--- config.mk ---
export PLATFORM = sky130hd
export DESIGN_NAME = io_read_port_ctrl
export DESIGN_NICKNAME = d
export VERILOG_FILES = /design/src/rtl/io_read_port_ctrl.sv
export SDC_FILE = /design/constraint.sdc
export NUM_CORES = 1
export LEC_CHECK = 0
export CAP_MARGIN = 20
export CORE_MARGIN = 8
export CORE_UTILIZATION = 35
export CTS_BUF_LIST = sky130_fd_sc_hd__clkbuf_16
export DETAILED_ROUTE_END_ITERATION = 12
export GPL_TIMING_DRIVEN = 0
export PLACE_DENSITY_LB_ADDON = 0.2
export SLEW_MARGIN = 20
export SYNTH_ARGS = -nofsm -noshare
export SYNTH_HDL_FRONTEND = slang
export SYNTH_SLANG_ARGS = --single-unit
--- constraint.sdc ---
create_clock -name clock -period 1.6 [get_ports clock]
set_input_delay 0.4 -clock clock [delete_from_list [all_inputs] [get_ports clock]]
set_output_delay 0.4 -clock clock [all_outputs]
set_load 0.005 [all_outputs]
--- src/rtl/io_read_port_ctrl.sv ---
// io_read_port_ctrl
//   Decodes I/O read requests into registered one-hot port read enables. Each
//   accepted read is tracked down a short return pipeline: the addressed
//   port's data word is captured two edges after acceptance and then appears
//   on data_out, tagged with its port index, PIPE_DEPTH-1 edges later.
//
// Ports
//   clock, reset_n      : clock; asynchronous active-low reset
//   req_valid           : read request this cycle
//   addr_in_io_range    : request address is inside the I/O read window
//   port_addr           : target port index
//   port_ready          : per-port data-available flags
//   port_data           : packed port data, port p at [p*WORD_WIDTH +: WORD_WIDTH]
//   rden                : registered one-hot port read enables
//   io_stall            : registered, request refused because the port was not ready
//   addr_error          : registered, request addressed a non-existent port
//   data_out, data_valid, data_port : returned word, its valid flag and its port tag
module io_read_port_ctrl #(
  parameter int PORT_COUNT      = 4,
  parameter int PORT_ADDR_WIDTH = 2,
  parameter int WORD_WIDTH      = 36,
  parameter int PIPE_DEPTH      = 1,
  parameter int READY_GATE      = 1
) (
  input  logic                             clock,
  input  logic                             reset_n,
  input  logic                             req_valid,
  input  logic                             addr_in_io_range,
  input  logic [PORT_ADDR_WIDTH-1:0]       port_addr,
  input  logic [PORT_COUNT-1:0]            port_ready,
  input  logic [PORT_COUNT*WORD_WIDTH-1:0] port_data,
  output logic [PORT_COUNT-1:0]            rden,
  output logic                             io_stall,
  output logic                             addr_error,
  output logic [WORD_WIDTH-1:0]            data_out,
  output logic                             data_valid,
  output logic [PORT_ADDR_WIDTH-1:0]       data_port
);

  typedef struct packed {
    logic [PORT_ADDR_WIDTH-1:0] tag;
    logic [WORD_WIDTH-1:0]      data;
  } ret_t;

  logic [PORT_COUNT-1:0]      hit;
  logic                       req_io, addr_ok, rdy_ok;
  logic [PORT_COUNT-1:0]      rden_d, rden_q;
  logic                       io_stall_d, io_stall_q;
  logic                       addr_error_d, addr_error_q;
  // vld_pipe[0]: the port is driving data for a read accepted one edge ago.
  // vld_pipe[k], k>=1: return stage k holds a valid word.
  logic [PIPE_DEPTH:0]        vld_pipe_d, vld_pipe_q;
  logic [PORT_ADDR_WIDTH-1:0] tag0_d, tag0_q;
  logic [WORD_WIDTH-1:0]      rd_word;
  ret_t                       ret_d [1:PIPE_DEPTH];
  ret_t                       ret_q [1:PIPE_DEPTH];

  // Request decode. The one-hot hit vector doubles as the range check, so an
  // out-of-range port_addr never indexes port_ready.
  always_comb begin : decode
    hit = '0;
    for (int p = 0; p < PORT_COUNT; p++)
      hit[p] = (port_addr == PORT_ADDR_WIDTH'(p));
    req_io       = req_valid & addr_in_io_range;
    addr_ok      = |hit;
    rdy_ok       = (READY_GATE == 0) || (|(hit & port_ready));
    rden_d       = (req_io && addr_ok && rdy_ok) ? hit : '0;
    io_stall_d   = req_io && addr_ok && !rdy_ok;
    addr_error_d = req_io && !addr_ok;
  end

  // Return path. The tag is recovered from the registered one-hot enable, so
  // it lines up with the cycle in which the port drives its data.
  always_comb begin : ret_path
    tag0_d = tag0_q;
    for (int p = 0; p < PORT_COUNT; p++)
      if (rden_q[p]) tag0_d = PORT_ADDR_WIDTH'(p);

    rd_word = '0;
    for (int p = 0; p < PORT_COUNT; p++)
      if (tag0_q == PORT_ADDR_WIDTH'(p)) rd_word = port_data[p*WORD_WIDTH +: WORD_WIDTH];

    vld_pipe_d = {vld_pipe_q[PIPE_DEPTH-1:0], |rden_q};

    // Stages only load when a valid word arrives, so data_out holds the last
    // returned word between returns.
    if (vld_pipe_q[0]) begin
      ret_d[1].tag  = tag0_q;
      ret_d[1].data = rd_word;
    end else begin
      ret_d[1] = ret_q[1];
    end
    for (int k = 2; k <= PIPE_DEPTH; k++)
      ret_d[k] = vld_pipe_q[k-1] ? ret_q[k-1] : ret_q[k];
  end

  always_ff @(posedge clock or negedge reset_n) begin
    if (!reset_n) begin
      rden_q       <= '0;
      io_stall_q   <= 1'b0;
      addr_error_q <= 1'b0;
      vld_pipe_q   <= '0;
      tag0_q       <= '0;
      for (int k = 1; k <= PIPE_DEPTH; k++) ret_q[k] <= '0;
    end else begin
      rden_q       <= rden_d;
      io_stall_q   <= io_stall_d;
      addr_error_q <= addr_error_d;
      vld_pipe_q   <= vld_pipe_d;
      tag0_q       <= tag0_d;
      for (int k = 1; k <= PIPE_DEPTH; k++) ret_q[k] <= ret_d[k];
    end
  end

  assign rden       = rden_q;
  assign io_stall   = io_stall_q;
  assign addr_error = addr_error_q;
  assign data_valid = vld_pipe_q[PIPE_DEPTH];
  assign data_out   = ret_q[PIPE_DEPTH].data;
  assign data_port  = ret_q[PIPE_DEPTH].tag;

endmodule

After elaboration in Yosys (flattened, before gate mapping):

Cells that the tools add are included.

* memories: 0
* latch bits: 0
* input bits: 154
* ROM bits: 0
* memory bits (writable): 0
* register bits after elaboration: 48

* multipliers: 0
* add/subtract/negate cells: 0
* $lt $le $gt $ge: 0
* reductions and logical operators: 12
* mux-type cells: 9
* shift-type cells: 0
* bitwise gates (word level): 2
* equality and inequality tests: 6
* divide/modulo/power cells: 0

Operator list (number)
* 36-bit 2-to-1 mux: 4
* 4-bit OR reduction: 3
* 2-bit equality test, second input constant: 4
* 2-bit 2-to-1 mux: 4
* 4-bit bitwise AND: 1
* 2-bit by 1-bit equality test with 1-bit output, second input constant: 2
* 1-bit logical AND: 4
* 2-bit zero test: 2
* 4-bit 2-to-1 mux: 1
* 4-bit nonzero test: 1
* 1-bit zero test: 2
* 1-bit bitwise AND: 1

Logic depth before layout (Yosys ltp):

Gate-level depths: netlist (run 1).

* depth after elaboration: 5
* depth in mapped cells: 4
* depth with buffers taken out: 3

Worst setup path after synthesis (run 1):

Ideal clock, no wire load.

* kind: flip-flop to flip-flop
* start point: register vld_pipe_q[0]
* end point: register, netlist name data_out[0]
* data arrival time: 0.967 ns
* path slack: 0.495 ns
* stages on the path, launching flop included: 5
* data required time: 1.462 ns
* clock period less this slack: 1.105 ns
* cell sequence: dfrtp_1 > buf_4 > nand2_2 > buf_2 > o221ai_1

RTL lines
* start, declared: RTL line 52 `logic [PIPE_DEPTH:0] vld_pipe_d, vld_pipe_q;`
* start signal, assigned: RTL line 109 `vld_pipe_q <= vld_pipe_d;`

Worst setup path after layout (run 1):

* start point: register, netlist name data_out[14]
* end point: output port data_out[14]

RTL lines
* end, declared: RTL line 35 `output logic [WORD_WIDTH-1:0] data_out,`

No word-level cell between the ends.

==> results.ini, run 1 <==
[yosys]
syn-cell-area_um2 = 2790
synth-seq-cells = 48
synth_fp_nets = 389
synth_top_area_share_pct = 43.0
synth_area_per_cell_um2 = 11.9
synth_top_cell_by_area = dfrtp_1
synth_cells = 235
synth_cell_type_count = 23
synth_area_leaders = dfrtp_1, mux2i_1, o221ai_1, nand2b_1, buf_12
ys_seq_area_share_pct = 43.0
yosys_warnings = 0

[clock_network]
cts_setup_buffers = 0
h-tree-depth = 2
cts-hold-fix-buffers = 0
root_buffer = clkbuf_16
clk_latency_ns = 0.28
cts_tree = done
clockBufferDepth = 2
cts_sinks = 48
cts_buffers = 5
path_clk_slew_ns = 0.07

[drt]
wl_met3_um = 903
drc = 0
wl_um = 10100
top_layer_used = met4
wl_met2_um = 5240
dr.pass1.iters = 4
num_vias = 2660
postRouteAntennaNets = 0
avgRoutedWirePerCell_um = 18.6
viasPerCell = 4.90
met1_length_um = 3910
first_iter_violations = 44

[placed_design]
portBuffers = 198
gp_congestion = 0.742
placed_cell_area_um2 = 4900
dp_hpwl_um = 8290

[worst_setup_path]
endpoint_kind = output port
reg2reg_to = data_out[32]
rr_startpoint = vld_pipe_q[0]
path_class = register to output port
worst-path-buf-inv = 1
rrSetupSlack_ns = 0.25
cpLargestDelayFamily = buffers and inverters
crit_chain = clkdlybuf4s50_1
slowest_delay_ns = 0.53
worst-path-max-fanout = 2
cp-start-kind = register
crit_arrival_ns = 1.16
cp_data_required_time_ns = 1.20
ff2ff_path_depth = 4
slowest_stage = clkdlybuf4s50_1

[floorplan]
ios = 199
die_area_um2 = 11100
die-height_um = 105
die_w_um = 105
rows = 32
coreArea_um2 = 7730
start_util_pct = 36.1

[global_routing]
grt_max_degree = 49
antenna_found_initial = 0
gr-total-overflow = 0
grt_pass1_vias = 3141
grt_pass1_wl_um = 16400
track_usage_pct = 18.1

[final_layout]
synthToLayoutAreaGrowth_pct = 82.4
diodes = 0
num-nets-final = 594
utilization_pct = 65.9
drive_gt1_share_pct = 6.12
stdcell_area_um2 = 5090

[flow_run]
max_cap_viol_count = 0

[timing]
finalHoldViolCount = 0
report.final.slew_viol_count = 0
fin_skew_ns = 0.00201
slew-limit-headroom_pct = 58.2
rsz0062_at_grt = false
layout_min_cycle_time_ns = 1.56
timing.final.crit_share_pct = 97.6
tightest_slew_ns = 0.627
setup_viol = 0
max_freq_ghz = 0.640

[status]
outcome = completed

[power]
irDropWorstVdd_mv = 0.492
power_density_nw_per_um2 = 1070
p_leak_uw = 0.00231

[hold_path]
hold_class = input port to async pin

worst max path at each step:
stage / from / endpoint / slack [ns] / cells after the start
3_3_place_gp: reset_n / data_out[0] / -1.34 / 1
4_1_cts: rden[0] / rden[0] / 0.004 / 1
2_1_floorplan: vld_pipe_q[0] / data_out[0] / 0.50 / 4
5_1_grt: data_out[9] / data_out[9] / 0.002 / 1
6_report: data_out[14] / data_out[14] / 0.04 / 1
3_5_place_dp: port_addr[0] / io_stall / -0.06 / 3
routing by layer:
layer  up-vias  GRT usage (%)
li1       1295              -
met1      1250           20.1
met2       111           32.2
met3         4           7.06
met4         0           3.36
met5         -              0
cell type report:
type / instances / area, um2
buffer: 19 / 190
clock buffer: 5 / 125
clock inverter: 3 / 42.5
fill: 631 / 2640
inverter: 2 / 7.51
multi-input combinational: 166 / 1390
sequential: 48 / 1200
tap: 102 / 128
timing repair buffer: 198 / 2010
cells in the final DEF (no fill, tap or decap), types with 2 or more instances in the layout:
cell type / synthesis / routed
clkdlybuf4s50_1: 0 / 185
mux2i_1: 72 / 72
dfrtp_1: 48 / 48
nand2b_1: 37 / 37
o221ai_1: 36 / 36
dlymetal6s2s_1: 0 / 11
buf_2: 8 / 8
nand2_1: 6 / 6
buf_12: 6 / 6
clkbuf_16: 0 / 5
nor2_1: 4 / 4
clkbuf_1: 3 / 3
buf_4: 1 / 2
inv_1: 2 / 2
cells by family after synthesis:
| kind of cell | count (synthesis) | synth area share [%] |
|---|---|---|
| other cells | 1 | 0.134 |
| mux | 74 | 27.0 |
| flops | 48 | 43.0 |
| compound gates | 39 | 11.9 |
| buf+inv | 21 | 7.08 |
| simple gates | 52 | 10.8 |
per-stage QoR:
stage          hold WS (ns)  total power, uW  setup TNS, ns  setup WS (ns)  instances
2_1_floorplan         0.104             2930              0          0.495        235
3_3_place_gp          0.453             4300         -64.11          -1.34        535
3_5_place_dp          0.458             4350        -0.0608        -0.0608        535
4_1_cts               0.154             5560              0        0.00406        543
5_1_grt               0.186             5790              0        0.00183        543
6_report              0.129             5440              0         0.0380        543
synth_stat cells, drive strengths merged:
cell type	instances
mux4	1
inv	2
clkbuf	3
a21oi	1
mux2i	72
o221ai	36
o21bai	1
nor3b	1
buf	16
nor4b	1
nand2b	37
dfrtp	48
o21ai	1
mux2	1
nand2	7
conb	1
nand3	1
nor2	4
nor3	1
power breakdown:
| part | leakage [uW] | internal [uW] | switching, uW |
|---|---|---|---|
| logic | 0.00164 | 1570 | 890 |
| registers | 0.000587 | 1590 | 204 |
| clock network | 0.0000798 | 734 | 447 |
| total | 0.00231 | 3890 | 1540 |
sequential cells by signal (all words and copies together) (netlist names):
register	flops
addr_error	1
data_out	36
data_port	2
io_stall	1
rden	4
tag0_q	2
vld_pipe_q	2
worst reg2reg max path, stage by stage (launching register included):
cell and delay [ns]:
dfrtp_1 0.42, buf_4 0.19, nand2_2 0.18, buf_2 0.28, o221ai_1 0.15
what timing repair did:
item | in CTS | in global routing
pin swaps | 0 | 0
resized for setup | 1 | 11
gates cloned | 0 | 0
endpoints found under the hold margin | 0 | 0
endpoints found under the setup margin | 1 | 11
Note: power is estimated with default switching activity, not from simulation.
==> run 2: changes to the inputs <==
Settings changed: CORE_ASPECT_RATIO set to 1.2, CORE_UTILIZATION 35 to 36, CTS_BUF_LIST sky130_fd_sc_hd__clkbuf_16 to sky130_fd_sc_hd__clkbuf_4 sky130_fd_sc_hd__clkbuf_8, HOLD_SLACK_MARGIN set to 0.05.
==> results.ini, run 2 (synthesis gave the netlist of run 1 again) <==
[final_layout]
final_common_cell = clkdlybuf4s50_1
largest_reg_flops = 36  ; unchanged
fill_cells = 637  ; +0.95%
final_cell_mix = clkdlybuf4s50_1, mux2i_1, dfrtp_1, nand2b_1, o221ai_1
drive_gt1_share_pct = 6.97  ; +0.84 points
diodes = 0  ; unchanged
num-nets-final = 598  ; +0.67%
synthToLayoutAreaGrowth_pct = 83.1

[drt]
wl_um = 10200  ; +0.42%
avgRoutedWirePerCell_um = 18.9  ; +1.5%
dr.pass1.iters = 4  ; unchanged
num_vias = 2701  ; +1.5%
first_iter_violations = 42  ; -4.5%
postRouteAntennaNets = 0  ; unchanged
viasPerCell = 5.03  ; +2.7%
drc = 0  ; unchanged

[clock_network]
clockBufferDepth = 2  ; unchanged
path_clk_slew_ns = 0.09  ; +0.02 ns
cts_tree = done
cts_sinks = 48  ; unchanged
cts-hold-fix-buffers = 0  ; unchanged
cts_buffers = 5  ; unchanged
h-tree-depth = 2  ; unchanged
root_buffer = clkbuf_8
clk_latency_ns = 0.29  ; about the same

[worst_setup_path]
worst-path-buf-inv = 1  ; unchanged
crit_arrival_ns = 1.16  ; about the same
startpoint = data_out[5]
crit_chain = clkdlybuf4s50_1
rr_startpoint = vld_pipe_q[0]
cp-start-kind = register
cpLargestDelayFamily = buffers and inverters
path_class = register to output port
slowest_stage = clkdlybuf4s50_1
worst-path-max-fanout = 2  ; unchanged
endpoint_kind = output port
slowest_delay_ns = 0.52  ; about the same
cp_data_required_time_ns = 1.20  ; about the same

[timing]
layout_min_cycle_time_ns = 1.56  ; -0.00114 ns
rsz0062_at_grt = false
setup_tns_ns = 0  ; unchanged
setup_viol = 0  ; unchanged
slew-limit-headroom_pct = 61.9  ; +3.7 points
fin_skew_ns = 0.00776  ; +0.00575 ns
finalHoldViolCount = 0  ; unchanged
tightest_slew_ns = 0.572  ; -0.0548 ns
timing.final.crit_share_pct = 97.6  ; about the same
max_freq_ghz = 0.641  ; about the same
report.final.slew_viol_count = 0  ; unchanged

[global_routing]
antenna_found_initial = 0  ; unchanged
gr-total-overflow = 0  ; unchanged
grt_max_degree = 26  ; -47%
grt_pass1_vias = 3065  ; -2.4%
track_usage_pct = 18.5  ; +0.42 points
grt_pass1_wl_um = 15900  ; -3.1%

[status]
outcome = completed

[floorplan]
rows = 35  ; +9.4%
die_area_um2 = 10800  ; -2.3%
die-height_um = 112  ; +6.8%
ios = 199  ; unchanged
coreArea_um2 = 7620  ; -1.4%
start_util_pct = 36.6  ; +0.51 points
die_w_um = 96.4  ; -8.5%

[placed_design]
portBuffers = 198  ; unchanged
gp_congestion = 0.720  ; -2.9%
dp_hpwl_um = 8250  ; -0.52%

[power]
p_leak_uw = 0.00248  ; +7.6%
finalPower_uw = 5140  ; -5.4%
irDropWorstVdd_mv = 0.563  ; +14%
power_density_nw_per_um2 = 1010  ; -5.8%

[flow_run]
max_cap_viol_count = 0  ; unchanged

[hold_path]
hold_class = input port to async pin

[run 2: layout make-up]
| class | count | area [um2] | area share [%] |
|---|---|---|---|
| buffer | 19 | 190 | 3.72 |
| clock buffer | 7 | 96.3 | 1.88 |
| clock inverter | 1 | 30.0 | 0.588 |
| inverter | 2 | 7.51 | 0.147 |
| multi-input combinational | 166 | 1390 | 27.2 |
| sequential | 48 | 1200 | 23.5 |
| tap | 92 | 115 | 2.25 |
| timing repair buffer | 202 | 2080 | 40.7 |
[run 2: worst paths after layout]
path                                 end  slack [ns]  depth (start not counted)
max                          data_out[5]        0.04                          1
min                             io_stall        0.09                          1
max reg2reg                 data_out[22]        0.19                          4
min reg2reg                vld_pipe_q[1]        0.48                          0
max in group asynchronous   data_out[15]        0.98                          2
min in group clock         vld_pipe_q[1]        0.48                          0
[run 2: per-stage QoR]
step | utilization (%) | instances | setup WS, ns | hold WS (ns) | cell area, um2
floorplan | - | 235 | 0.495 | 0.104 | 2790
global placement | 64.2 | 525 | -1.29 | 0.452 | 4890
detailed placement | 64.4 | 526 | -0.0594 | 0.428 | 4900
CTS | 66.0 | 535 | 0.000970 | 0.0995 | 5030
global route | 67.1 | 537 | 0.00295 | 0.117 | 5110
finish | 67.1 | 537 | 0.0392 | 0.0910 | 5110
[run 2: what timing repair did]
item | in CTS | in global routing
setup endpoints to repair | 8 | 29
setup buffers | 1 | 2
gates resized for setup | 7 | 27
endpoints found under the hold margin | 0 | 0
[run 2: where the power goes]
group / switching, uW / internal [uW]
clock: 389 / 552
combinational: 907 / 1530
sequential: 186 / 1580
[run 2: layer usage]
layer | track usage [%] | vias to the layer above | routed length [um]
li1 | - | 1299 | -
met1 | 20.2 | 1284 | 3920
met2 | 33.3 | 112 | 5150
met3 | 6.41 | 6 | 1010
met4 | 3.64 | 0 | 83
met5 | 0 | - | 0
